`config.mk`:
```
export PLATFORM = sky130hd
export DESIGN_NAME = shape_cmd_sequencer
export DESIGN_NICKNAME = d
export VERILOG_FILES = /design/src/rtl/shape_pkg.sv /design/src/rtl/shape_rr_arbiter.sv /design/src/rtl/shape_cmd_sequencer.sv
export SDC_FILE = /design/constraint.sdc
export NUM_CORES = 1
export LEC_CHECK = 0
export CAP_MARGIN = 10
export CORE_MARGIN = 2
export CORE_UTILIZATION = 38
export CTS_BUF_LIST = sky130_fd_sc_hd__clkbuf_4 sky130_fd_sc_hd__clkbuf_8
export DETAILED_ROUTE_END_ITERATION = 10
export PLACE_DENSITY = 0.9
export SYNTH_ARGS = -nofsm -noshare
export SYNTH_HDL_FRONTEND = slang
export SYNTH_HIERARCHICAL = 1
export SYNTH_SLANG_ARGS = --single-unit
```
`constraint.sdc`:
```
create_clock -name clk -period 3.8 [get_ports clk]
set_clock_uncertainty 0.1 [all_clocks]
set_input_delay 0.95 -clock clk [delete_from_list [all_inputs] [get_ports clk]]
set_output_delay 0.95 -clock clk [all_outputs]
set_load 0.02 [all_outputs]
```
`src/rtl/shape_pkg.sv`:
```
// Shared types, field positions and FSM states for the shape_processor command sequencer.
package shape_pkg;

    typedef logic [1:0] shape_t;
    typedef logic [4:0] operation_t;

    localparam int SHAPE_LSB = 16;
    localparam int OP_LSB    = 0;

    typedef enum logic [1:0] {
        IDLE,
        WR,
        RD,
        RESP
    } seq_state_e;

    // Builds the SFR word; every bit outside the two fields stays 0.
    function automatic logic [31:0] pack_cmd(input shape_t shape, input operation_t op);
        logic [31:0] word;
        word = '0;
        word[SHAPE_LSB +: 2] = shape;
        word[OP_LSB +: 5]    = op;
        return word;
    endfunction

endpackage

```
`src/rtl/shape_rr_arbiter.sv`:
```
// Round-robin arbiter with a last-winner pointer; the pointer moves to the current winner on advance.
module shape_rr_arbiter #(
    parameter int NUM_REQ = 2
) (
    input  logic               clk,
    input  logic               rst_n,
    input  logic [NUM_REQ-1:0] req,
    input  logic               advance,
    output logic [NUM_REQ-1:0] winner,
    output logic               valid
);

    logic [1:0] last_idx;
    logic [1:0] win_idx;

    // Scan from farthest to nearest after the pointer so the nearest requester is written last and wins.
    always_comb begin
        winner  = '0;
        valid   = 1'b0;
        win_idx = last_idx;
        for (int k = NUM_REQ; k >= 1; k--) begin
            for (int j = 0; j < NUM_REQ; j++) begin
                if (req[j] && (((int'(last_idx) + k) % NUM_REQ) == j)) begin
                    winner    = '0;
                    winner[j] = 1'b1;
                    valid     = 1'b1;
                    win_idx   = 2'(j);
                end
            end
        end
    end

    // Pointing at the last index after reset gives requester 0 top priority.
    always_ff @(posedge clk or negedge rst_n) begin
        if (!rst_n) begin
            last_idx <= 2'(NUM_REQ - 1);
        end else if (advance && valid) begin
            last_idx <= win_idx;
        end
    end

endmodule

```
`src/rtl/shape_cmd_sequencer.sv`:
```
// Round-robin command sequencer in front of the shape_processor control SFR.
// Define SHAPE_SEQ_READBACK_EN to confirm every write with an SFR readback compare.
module shape_cmd_sequencer
    import shape_pkg::*;
#(
    parameter int NUM_REQ = 2
) (
    input  logic                 clk,
    input  logic                 rst_n,
    input  logic [NUM_REQ-1:0]   req,
    input  logic [2*NUM_REQ-1:0] req_shape,
    input  logic [5*NUM_REQ-1:0] req_op,
    output logic [NUM_REQ-1:0]   gnt,
    output logic [NUM_REQ-1:0]   done,
    output logic                 ok,
    output logic                 write,
    output logic [31:0]          write_data,
    output logic                 read,
    input  logic [31:0]          read_data,
    input  logic                 error,
    output logic [7:0]           rej_cnt
);

    seq_state_e         state, next_state;
    shape_t             cap_shape, sel_shape;
    operation_t         cap_op, sel_op;
    logic [NUM_REQ-1:0] arb_req, winner;
    logic               arb_valid, advance, pass;
    logic               unused_bits;

    // While responding, the arbiter sees only the granted requester so the pointer lands on it.
    assign arb_req = (state == RESP) ? gnt : req;
    assign advance = (state == RESP);

    shape_rr_arbiter #(.NUM_REQ(NUM_REQ)) u_arb (
        .clk     (clk),
        .rst_n   (rst_n),
        .req     (arb_req),
        .advance (advance),
        .winner  (winner),
        .valid   (arb_valid)
    );

    always_comb begin
        sel_shape = '0;
        sel_op    = '0;
        for (int j = 0; j < NUM_REQ; j++) begin
            if (winner[j]) begin
                sel_shape = req_shape[2*j +: 2];
                sel_op    = req_op[5*j +: 5];
            end
        end
    end

    always_ff @(posedge clk or negedge rst_n) begin
        if (!rst_n) begin
            state <= IDLE;
        end else begin
            state <= next_state;
        end
    end

    always_comb begin
        next_state = state;
        write      = 1'b0;
        write_data = '0;
        read       = 1'b0;
        done       = '0;
        ok         = 1'b0;
        case (state)
            IDLE: if (arb_valid) next_state = WR;
            WR: begin
                write      = 1'b1;
                write_data = pack_cmd(cap_shape, cap_op);
`ifdef SHAPE_SEQ_READBACK_EN
                next_state = RD;
`else
                next_state = RESP;
`endif
            end
`ifdef SHAPE_SEQ_READBACK_EN
            RD: begin
                read       = 1'b1;
                next_state = RESP;
            end
`endif
            RESP: begin
                done       = gnt;
                ok         = pass;
                next_state = IDLE;
            end
            default: next_state = IDLE;
        endcase
    end

    // Fields are frozen at grant so requesters may change their inputs mid-command.
    always_ff @(posedge clk or negedge rst_n) begin
        if (!rst_n) begin
            gnt       <= '0;
            cap_shape <= '0;
            cap_op    <= '0;
        end else if (state == IDLE && arb_valid) begin
            gnt       <= winner;
            cap_shape <= sel_shape;
            cap_op    <= sel_op;
        end else if (state == RESP) begin
            gnt <= '0;
        end
    end

`ifdef SHAPE_SEQ_READBACK_EN
    logic err_wr;

    // Shape 00 is an operation-only update, so its shape field is not compared.
    always_ff @(posedge clk or negedge rst_n) begin
        if (!rst_n) begin
            err_wr <= 1'b0;
            pass   <= 1'b0;
        end else begin
            if (state == WR) err_wr <= error;
            if (state == RD) begin
                pass <= (read_data[OP_LSB +: 5] == cap_op) && !err_wr && !error &&
                        ((cap_shape == 2'b00) || (read_data[SHAPE_LSB +: 2] == cap_shape));
            end
        end
    end

    assign unused_bits = ^{read_data[31:18], read_data[15:5]};
`else
    always_ff @(posedge clk or negedge rst_n) begin
        if (!rst_n) begin
            pass <= 1'b0;
        end else if (state == WR) begin
            pass <= !error;
        end
    end

    assign unused_bits = ^read_data;
`endif

    always_ff @(posedge clk or negedge rst_n) begin
        if (!rst_n) begin
            rej_cnt <= '0;
        end else if (state == RESP && !pass && rej_cnt != 8'hFF) begin
            rej_cnt <= rej_cnt + 8'd1;
        end
    end

endmodule

```
======== Word level (Yosys, flattened, before mapping) ========
Cells that the tools add are included.
storage, ports and cells
  flip-flop bits (word level) ............. 21
  logic and storage cells ................. 59
operators by class
  $add $sub $neg .......................... 3
  equal/unequal tests ..................... 6
  muxes and demuxes ....................... 25
  bitwise logic cells ..................... 2
  reductions and logical operators ........ 16
operators with widths
  operator                                                          count
  32-bit logical NOT                                                2
  2-bit two-way mux                                                 10
  18-bit two-way mux                                                1
  1-bit two-way mux                                                 11
  5-bit two-way mux                                                 2
  8-bit by 1-bit adder with 8-bit output (second input constant)    1
  1-bit logical AND                                                 8
  8-bit != test (second input constant)                             1
  2-bit == test (second input constant)                             3
  2-bit case mux with 2 select lines                                1
  4-bit nonzero test                                                1
  1-bit adder (second input constant)                               2
  1-bit AND (first input constant)                                  2
  2-bit by 1-bit == test with 1-bit output (second input constant)  1
  1-bit logical NOT                                                 2
  2-bit logical NOT                                                 1
  2-bit != test (second input constant)                             1
  2-bit AND reduction                                               1
  2-bit nonzero test                                                1

======== Logic depth before layout (Yosys ltp) ========
  depth after elaboration ................. 10
  gate-level depth with buffers ........... 8
  mapped depth without buffers ............ 7

======== Hierarchy ========
The synthesis kept the hierarchy.
by module, submodules not included
  module               times used  cells an instance  area an instance (um^2)
  shape_cmd_sequencer  1           132                1276.2
  shape_rr_arbiter     1           7                  62.6

======== Worst setup path after synthesis ========
OpenSTA, ideal clock, no wires.
  kind .................................... reg-to-output
  start point ............................. reg state[1]
  end point ............................... out write_data[0]
  arrival time ............................ 1309 ps
  data required time ...................... 2750 ps
  setup slack ............................. 1441 ps
  cell stages (with the launch flop) ...... 5
  buffers on the path ..................... 2
  cells stage by stage .................... dfrtp_1 buf_6 and2b_2 clkbuf_1 and2_1
between the ends
  longest elaborated chain between the ends .. 2
RTL lines
  what                                      RTL line                   text
  start, declared                           shape_cmd_sequencer.sv:24  seq_state_e state, next_state;
  start signal, assigned                    shape_cmd_sequencer.sv:59  state <= next_state;
  2-bit by 1-bit == test with 1-bit output  shape_cmd_sequencer.sv:70  case (state)
  18-bit two-way mux                        shape_cmd_sequencer.sv:70
  end, declared                             shape_cmd_sequencer.sv:17  output logic [31:0] write_data,
Every way passes these cells.

======== Worst setup path in the final report ========
  start point ............................. reg state[1]
  end point ............................... out write_data[16]
Same word-level chain as after synthesis.

==> parameters.txt <==
Parameter                              Value

CTS
  Clock latency reported for the late side of the worst-skew pair ... 0.32 ns
  Post-CTS setup buffer count ... 0
  CTS tree ... done
  Worst-case clock buffer depth ... 2
  CTS sink count ... 21
  Total of hold buffers inserted after clock tree synthesis ... 0
  Resize count post-CTS ... 0
  Total clock buffers created by CTS ... 3
  H-tree levels ... 1
  Library cell used as clock root buffer ... clkbuf_4
  Clk slew on worst S/H paths ... between 0.1 and 0.15 ns

Global route
  Total routing resource utilization after global routing ... 0.1378
  Pin count of the biggest net entering global routing ... 22
  Global-route wire length before repair ... ~4.3 mm
  GRT overflow ... 0
  Via count of the first global-routing pass ... 913
  Antenna violations before repair ... 0

Timing
  Max Clock Freq ... 334.2 MHz
  Ratio of final minimum period to clock period ... 0.7873
  Final hold slack ... roughly 0.43 ns
  Shortest clock period the worst path allows after layout ... 2.992 ns
  Setup TNS after final layout ... 0 ns
  Max Slew Vio Count ... 0
  Final hold violation count ... 0
  Worst slew margin relative to its limit ... 0.3699
  Unrepaired setup endpoints after global routing ... false
  Worst Max-Slew Pin Slew ... 0.9422 ns
  Number of endpoints failing setup at the final stage ... 0

Power
  Clock network fraction of design power ... 0.096
  Switching pwr ... 0.0005100 W
  Switching portion of total power ... 0.4357
  Leakage power ... 0.7674 nW
  Sequential power share ... 0.355
  Fraction of power consumed by combinational cells ... 0.550
  VDD IR max ... 321.3 µV
  Int Pwr ... 0.0006606 W
  PwrDens ... 694.1 mW/mm²

Logic synthesis
  Most common cell in the netlist ... buf_4
  Post-synthesis sequential area ratio ... 0.3935
  Fraction of synthesized area in multiplexers ... 0.03551
  Number of flops mapped to enable cells by yosys ... 0
  Share of the synthesized area in the top cell type ... 0.3738
  Synthesized flop and latch total ... 21
  Async S/R FF share, synth ... 1.000
  Leading cell types by total area after synthesis ... dfrtp_1 37%, buf_4 16%, a21oi_1 3.7%
  Adder-cell share of the synthesized area ... 0.009346
  Post-synth design cell area ... 0.001339 mm²
  Cells after synthesis ... 139
  Post-synth top cells ... 28 x buf_4, 20 x dfrtp_1, 12 x nor2_1
  Yosys top cell by area ... dfrtp_1
  Main combinational cell family by area after synthesis ... simple AND/OR/NAND/NOR gates
  Synthesized area divided by synthesized cell count ... 9.632 µm²
  Post-Synth Simple-Gate Area ... 0.2430
  Cell variety after synth ... approximately 40
  Number of warnings issued by yosys ... 6
  Xor-xnor portion of the synthesized cell area ... 0.01308
  Ys flop type ... dfrtp_1
  Synth Area in Compound Gates ... 0.1234

Cells and area
  Fraction of layout instances using a drive strength above 1 ... 0.1130
  Post-route non-filler standard cell count ... 223
  Number of diodes ... 0
  Multi-input logic area ... 665.6 µm²
  Layout filler cell count ... 353
  Sequential cell area in the final layout ... 526.8 µm²
  Final cell utilization of the core ... 0.5015
  Area grow syn2layout ... 25.98%
  Number of nets at the end of the flow ... 230

Placement
  DP HPWL ... 1.965 mm
  Buffers added on ports ... 39
  Number of cells in the design after placement ... ~220
  Routability congestion estimate from global placement ... 0.8315

Die
  Die area ... 0.004014 mm²
  Height of the die ... 63.36 µm
  Number of top-level pins ... between 90 and 100
  Initial core utilization ... 0.3981
  Row count ... 21
  Die outline width ... 63.36 µm
  Core Footprint ... 0.003363 mm²

Detailed routing
  DRT Pass-1 Iters ... 4
  Average vias per placed instance ... 4.570
  Antenna Nets Post-Route ... 0
  Average routed wire per standard cell ... 11.66 µm
  Vias after detailed routing ... roughly 1000
  Post-Route WL ... about 2.6 mm
  Count of unresolved DRC violations after routing ... 0
  Initial DRC count ... 49

Worst setup path
  Worst setup slack for register-to-register paths ... 1.54 ns
  Critical Path Source ... state[1]
  Worst flop-to-flop path startpoint ... state[0]
  Crit path capture type ... output port
  Critical path class ... flip-flop to output port
  Data required time of the critical path ... 2.75 ns
  Highest fanout seen on the critical path ... 10
  Worst path arrival time ... 1.94 ns
  Critical Path Source Type ... flip-flop

Hold path
  Class of the tightest hold or removal check ... flip-flop to flip-flop
  Launch instance of the worst min-delay path ... cap_shape[1]

Run status
  Result of the run ... completed

Job
  Max-cap violation count ... 0
area by class of cell:
type / instances / share of cell area
Multi-Input combinational cell: 109 / 0.3947
Timing Repair Buffer: 40 / 0.2359
Clock inverter: 1 / 0.002967
Clock buffer: 3 / 0.01335
Tap cell: 46 / 0.03412
Inverter: 3 / 0.006677
Sequential cell: 21 / 0.3123
cells by family after synthesis:
kind of cell / after synthesis
DFF: 21
other: 1
buffers and inverters: 34
AOI/OAI and AO/OA: 26
muxes: 4
adders and majority gates: 1
and+or+nand+nor: 50
xor gates and xnor gates: 2
through the flow:
| stage | instance area, µm² | total power [W] | setup WS [ns] |
|---|---|---|---|
| 2_1_floorplan | 1433 | 0.0008522 | 1.441 |
| 3_3_place_gp | 1659 | 0.001048 | 0.9051 |
| 3_5_place_dp | 1659 | 0.001072 | 0.8466 |
| 4_1_cts | 1687 | 0.001185 | 0.7757 |
| 5_1_grt | 1687 | 0.001260 | 0.6968 |
| 6_report | 1687 | 0.001171 | 0.8081 |
per-layer routing:
| layer | GRT usage | routed length, µm |
|---|---|---|
| met5 | 0 | 0 |
| met4 | 0.03261 | 18 |
| met3 | 0.05000 | 201 |
| met2 | 0.2263 | 1299 |
| met1 | 0.1723 | 1080 |
state kept, by name (all words and copies together), names as in the netlist:
name,flops
cap_op,5
cap_shape,2
gnt,2
pass,1
rej_cnt,8
state,2
u_arb/last_idx,1
cells in the final DEF (no fill, tap or decap), types with 3 or more instances in the layout:
cell type / synthesis / final
a21oi_1: 10 / 10
a22oi_1: 6 / 6
and2_1: 7 / 7
and3_2: 3 / 3
clkbuf_4: 0 / 3
clkdlybuf4s50_1: 0 / 39
conb_1: 1 / 26
dfrtp_1: 20 / 20
inv_1: 3 / 3
nand2_1: 9 / 9
nand3_1: 3 / 3
nor2_1: 12 / 12
power groups by stage:
stage / clock network, W / logic, W / registers, W
final: 0.000112 / 0.000643 / 0.000415
after global routing: 0.000121 / 0.000703 / 0.000436
after CTS: 0.000117 / 0.000652 / 0.000416
after detailed placement: 0 / 0.000650 / 0.000422
after global placement: 0 / 0.000635 / 0.000413
after floorplan: 0 / 0.000434 / 0.000418
worst max-delay path: stages (launching register included):
cell,delay (ns)
dfrtp_1,0.50
and2b_2,0.36
and2_1,0.15
clkdlybuf4s50_1,0.61
path summary, 6_finish.rpt:
kind / end / depth (start not counted)
setup / recovery: write_data[16] / 3
min in group asynchronous: rej_cnt[2] / 1
hold / removal: cap_shape[1] / 2
max in group asynchronous: cap_op[0] / 1
hold reg to reg: cap_shape[1] / 2
setup reg to reg: gnt[0] / 5
Note: power is estimated with default switching activity, not from simulation.
